==> config.mk <==
export PLATFORM = sky130hd
export DESIGN_NAME = cv32e40p_apu_arbiter
export DESIGN_NICKNAME = d
export VERILOG_FILES = /design/src/rtl/cv32e40p_apu_arbiter.sv
export SDC_FILE = /design/constraint.sdc
export NUM_CORES = 1
export LEC_CHECK = 0
export ABC_AREA = 0
export CORE_AREA = 2 2 171 173
export CTS_CLUSTER_SIZE = 30
export DETAILED_ROUTE_END_ITERATION = 8
export DIE_AREA = 0 0 173 175
export PLACE_DENSITY = 0.4
export SYNTH_ARGS = -nofsm -noshare
export SYNTH_HDL_FRONTEND = slang
export SYNTH_SLANG_ARGS = --single-unit
export TNS_END_PERCENT = 10
==> constraint.sdc <==
create_clock -name clk_i -period 2.7 [get_ports clk_i]
set_clock_uncertainty 0.2 [all_clocks]
set_input_delay 0.81 -clock clk_i [delete_from_list [all_inputs] [get_ports clk_i]]
set_output_delay 0.81 -clock clk_i [all_outputs]
set_load 0.01 [all_outputs]
==> src/rtl/cv32e40p_apu_arbiter.sv <==
// Round-robin arbiter that lets several APU requesters share one FPU.
// Results return in issue order; an in-flight tag FIFO routes each result
// back to the requester that issued it.

package cv32e40p_apu_core_pkg;
    parameter int APU_NARGS_CPU    = 3;
    parameter int APU_WOP_CPU      = 6;
    parameter int APU_NDSFLAGS_CPU = 15;
    parameter int APU_NUSFLAGS_CPU = 5;
endpackage

module cv32e40p_apu_arbiter
    import cv32e40p_apu_core_pkg::*;
#(
    parameter int NUM_REQ         = 2,
    parameter int MAX_OUTSTANDING = 4
) (
    input  logic                                          clk_i,
    input  logic                                          rst_ni,
    input  logic [NUM_REQ-1:0]                            req_i,
    output logic [NUM_REQ-1:0]                            gnt_o,
    input  logic [NUM_REQ-1:0][APU_NARGS_CPU-1:0][31:0]   operands_i,
    input  logic [NUM_REQ-1:0][APU_WOP_CPU-1:0]           op_i,
    input  logic [NUM_REQ-1:0][APU_NDSFLAGS_CPU-1:0]      flags_i,
    output logic [NUM_REQ-1:0]                            rvalid_o,
    output logic [31:0]                                   rdata_o,
    output logic [APU_NUSFLAGS_CPU-1:0]                   rflags_o,
    output logic                                          fpu_req_o,
    input  logic                                          fpu_gnt_i,
    output logic [APU_NARGS_CPU-1:0][31:0]                fpu_operands_o,
    output logic [APU_WOP_CPU-1:0]                        fpu_op_o,
    output logic [APU_NDSFLAGS_CPU-1:0]                   fpu_flags_o,
    input  logic                                          fpu_rvalid_i,
    input  logic [31:0]                                   fpu_rdata_i,
    input  logic [APU_NUSFLAGS_CPU-1:0]                   fpu_rflags_i,
    output logic                                          busy_o,
    output logic                                          err_o
);

    localparam int IDX_W = $clog2(NUM_REQ);
    localparam int PTR_W = $clog2(MAX_OUTSTANDING);
    localparam int CNT_W = PTR_W + 1;

    logic [IDX_W-1:0] rr_ptr;
    logic [IDX_W-1:0] lock_idx;
    logic             locked;
    logic [IDX_W-1:0] sel;
    logic             sel_valid;
    logic             any_req;
    logic             fifo_full;
    logic             accept;
    logic             pop;
    logic             lock_drop;
    logic             err_q;

    logic [IDX_W-1:0] tag_mem [MAX_OUTSTANDING];
    logic [PTR_W-1:0] wr_ptr;
    logic [PTR_W-1:0] rd_ptr;
    logic [CNT_W-1:0] count;

    assign any_req   = |req_i;
    assign fifo_full = (count == CNT_W'(MAX_OUTSTANDING));
    // A locked requester that lets go of its request forfeits the lock.
    assign lock_drop = locked & ~req_i[lock_idx];

    // Pick the requester: a live lock wins, otherwise search up from rr_ptr.
    always_comb begin
        int idx;
        // NOTE: every output of a combinational block gets a default first, otherwise a latch is inferred.
        sel       = '0;
        sel_valid = 1'b0;
        idx       = 0;
        if (locked && req_i[lock_idx]) begin
            sel       = lock_idx;
            sel_valid = 1'b1;
        end else begin
            for (int i = 0; i < NUM_REQ; i++) begin
                idx = int'(rr_ptr) + i;
                if (idx >= NUM_REQ) idx = idx - NUM_REQ;
                if (!sel_valid && req_i[idx]) begin
                    sel       = IDX_W'(idx);
                    sel_valid = 1'b1;
                end
            end
        end
    end

    // Request side: outputs are gated by reset so nothing leaks out while held.
    assign fpu_req_o      = rst_ni & any_req & ~fifo_full;
    assign accept         = fpu_req_o & fpu_gnt_i;
    assign fpu_operands_o = sel_valid ? operands_i[sel] : '0;
    assign fpu_op_o       = sel_valid ? op_i[sel]       : '0;
    assign fpu_flags_o    = sel_valid ? flags_i[sel]    : '0;

    // Grant goes only to the selected requester, in the handshake cycle.
    always_comb begin
        gnt_o = '0;
        if (accept) gnt_o[sel] = 1'b1;
    end

    // Result side: route the result to the oldest in-flight tag.
    assign pop = rst_ni & fpu_rvalid_i & (count != '0);

    always_comb begin
        rvalid_o = '0;
        if (pop) rvalid_o[tag_mem[rd_ptr]] = 1'b1;
    end

    assign rdata_o  = fpu_rdata_i;
    assign rflags_o = fpu_rflags_i;
    assign busy_o   = rst_ni & (any_req | (count != '0));
    assign err_o    = err_q;

    // Arbitration, lock, FIFO bookkeeping and sticky error state.
    always_ff @(posedge clk_i or negedge rst_ni) begin
        if (!rst_ni) begin
            rr_ptr   <= '0;
            lock_idx <= '0;
            locked   <= 1'b0;
            wr_ptr   <= '0;
            rd_ptr   <= '0;
            count    <= '0;
            err_q    <= 1'b0;
        end else begin
            // NOTE: sequential state uses non-blocking assignments so every register samples pre-edge values.
            if (accept) begin
                rr_ptr <= (sel == IDX_W'(NUM_REQ - 1)) ? '0 : sel + 1'b1;
                locked <= 1'b0;
            end else if (fpu_req_o) begin
                locked   <= 1'b1;
                lock_idx <= sel;
            end else if (lock_drop) begin
                locked <= 1'b0;
            end

            if (accept) wr_ptr <= wr_ptr + 1'b1;
            if (pop)    rd_ptr <= rd_ptr + 1'b1;

            case ({accept, pop})
                2'b10:   count <= count + 1'b1;
                2'b01:   count <= count - 1'b1;
                default: count <= count;
            endcase

            if (lock_drop || (fpu_rvalid_i && count == '0)) err_q <= 1'b1;
        end
    end

    // Tag storage; only entries between rd_ptr and wr_ptr are ever read.
    // NOTE: the storage array is deliberately not reset; the pointers and count define validity.
    always_ff @(posedge clk_i) begin
        if (accept) tag_mem[wr_ptr] <= sel;
    end

endmodule
==> flow_summary.json <==
{
  "num_vias": 3575,
  "clk_path_buf_depth": 2,
  "drcViolationCount": 0,
  "setup_tns_ps": -14540,
  "cp_max_fo": 9,
  "first_global_vias": 3610,
  "insertedDiodeCount": 0,
  "hold_viol_final": 0,
  "cts_root_buf": "clkbuf_16",
  "vdd_drop_max_v": 0.000207,
  "cts_hold_buf": 0,
  "clk_pin_slew_ps": 50,
  "layout_commonest_cell": "clkdlybuf4s50_1",
  "hpwlAfterDp_um": 15500,
  "p_leak_nw": 2.83,
  "start_kind": "primary input",
  "nets": 900,
  "grt_use_total_pct": 11.2,
  "avgSynthCellArea_sq_um": 9.00,
  "die_x_um": 173,
  "end_kind": "output pin",
  "synth.area.top_cells": "a22o_1 (44%), buf_4 (12%), dfrtp_1 (12%)",
  "drv_cap": 0,
  "synth-seq-cells": 15,
  "status": "finished with violations",
  "antenna_found_initial": 1,
  "required_ps": 1690,
  "synth_cell_types": 32,
  "synthCells": 257,
  "pin_count": 438,
  "rsz0062_at_grt": "yes",
  "cts-htree-levels": 1,
  "core_area_sq_um": 28400,
  "grt_overflow": 0,
  "ant_nets": 0,
  "worst_pin_slew_ps": 313,
  "period_share_pct": 107,
  "critPathKind": "primary input to output pin",
  "hold_path.class": "flip-flop to flip-flop",
  "drt_iter0_drc": 103,
  "timing.hold.ws_ps": 281,
  "violations": "setup timing",
  "final-setup-viol-count": 118,
  "yosys_warnings": 0,
  "grt_max_degree": 46,
  "most-common-layout-cells": "clkdlybuf4s50_1 (236), a22o_1 (117), buf_2 (98), buf_6 (34), buf_4 (19)",
  "fill_cells": 3159,
  "slew_violations": 0,
  "ys_dominant_reg_cell": "dfrtp_1",
  "ys_async_sr_fraction_pct": 73.3,
  "io_buffer_count": 363,
  "row_count": 62,
  "wire_per_inst_um": 19.4,
  "gp_congestion": 0.808,
  "cts_tree": "done",
  "die_h_um": 175,
  "wl_um": 19400,
  "dieArea_sq_um": 30300,
  "fin_crit_ps": 2890,
  "cts_made_buffers": 3,
  "grt_first_pass_wirelength_um": 25400,
  "yosysTopAreaCell": "a22o_1",
  "yosysTopAreaCellShare_pct": 44.3,
  "cts.sinks": 15,
  "slew_headroom_pct": 79.0,
  "p_per_area_nw_per_um2": 478,
  "worstPathArrival_ps": 1880,
  "syn_nets": 540,
  "start_util_pct": 8.15,
  "synth_edf_count": 4,
  "viasPerCell": 3.58,
  "dr.pass1.iters": 4,
  "max_freq_mhz": 346,
  "drive_above_1_share_pct": 31.5,
  "setup_ws_ps": -191,
  "syn_area_sq_um": 2310,
  "areaGrowthSynthToFinish_pct": 179,
  "yosysSeqAreaShare_pct": 17.1,
  "insertion_delay_ps": 250
}
## routing by layer
layer / vias to the layer above / share of wire (%) / global-route usage (%) / wire length (um)
met5: - / 0.082 / 0 / 16
met4: 2 / 1.7 / 1.94 / 337
met3: 19 / 8.3 / 4.09 / 1600
met2: 227 / 51 / 20.0 / 9810
met1: 1622 / 39 / 12.9 / 7640
li1: 1705 / - / - / -
## final timing paths
kind,startpoint,slack (ps),to,cells past startpoint
setup / recovery,req_i[1],-190,fpu_operands_o[50],7
hold / removal,err_o$_DFFE_PN0P_,280,err_o$_DFFE_PN0P_,2
setup reg to reg,count[0]$_DFFE_PN0P_,250,count[2]$_DFFE_PN0P_,9
hold reg to reg,err_o$_DFFE_PN0P_,280,err_o$_DFFE_PN0P_,2
max in group asynchronous,rst_ni,1540,wr_ptr[1]$_DFFE_PN0P_,3
min in group asynchronous,rst_ni,430,count[2]$_DFFE_PN0P_,2
## report_power, final
part	internal, mW	switching, mW	leakage (nW)	total [mW]
clock	0.200	0.0927	0.0382	0.293
sequential	0.315	0.0602	0.163	0.375
combinational	1.39	1.03	2.63	2.42
total	1.90	1.18	2.83	3.08
## layout make-up
| cell class | count | area [sq um] | share of cell area [%] |
|---|---|---|---|
| inverter | 12 | 47.5 | 0.737 |
| sequential | 15 | 395 | 6.13 |
| timing repair buffer | 420 | 3990 | 61.8 |
| tap | 384 | 480 | 7.44 |
| clock buffer | 4 | 78.8 | 1.22 |
| multi-input combinational | 165 | 1460 | 22.6 |
## cells in the mapped netlist (all sizes together) (2+ instances only)
library cell  instances
a22o                117
nor2                  8
a41oi                 4
inv                  12
buf                  65
xnor2                 3
nand2                 6
xor2                  3
dfrtp                11
edfxtp                4
ha                    5
mux2i                 2
## state kept, by name, summed over array words and instances (netlist names)
register / count
wr_ptr: 2
count: 3
rd_ptr: 2
locked: 1
rr_ptr: 1
err_o: 1
lock_idx: 1
tag_mem: 4
## critical path, stage by stage
cell and delay [ps]:
buf_8 80, inv_4 30, o21a_4 280, buf_12 180, clkbuf_16 160, a22o_1 190
buf_2 140
## timing repair
item,in CTS,in global routing
buffers inserted,4,4
gates resized for setup,505,54
hold endpoints to repair,0,0
cloned,5,7
setup endpoints to repair,125,123
pin swaps,82,37
## logic make-up (layout without fill, tap and decap cells)
family,count (synthesis),in the layout,synth area share (%)
XOR/XNOR,6,6,2.27
flip-flops,15,15,17.1
AO/OA/AOI/OAI,128,128,48.4
buffers and inverters,77,436,21.3
AND/OR/NAND/NOR,21,21,5.08
multiplexers,4,4,2.33
adder cells (fa/ha/maj),6,6,3.57
## stage by stage
| step | std cells | setup slack, ps | power [mW] | area (sq um) | utilization, % |
|---|---|---|---|---|---|
| 2_1_floorplan | 257 | 80.0 | 1.39 | 2310 | - |
| 3_3_place_gp | 979 | -958 | 2.79 | 6420 | 22.6 |
| 3_5_place_dp | 979 | -979 | 2.76 | 6420 | 22.6 |
| 4_1_cts | 991 | -313 | 2.96 | 6250 | 22.0 |
| 5_1_grt | 1000 | -223 | 3.29 | 6450 | 22.7 |
| 6_report | 1000 | -191 | 3.08 | 6450 | 22.7 |
No activity file was read; power rests on OpenSTA's default activity.
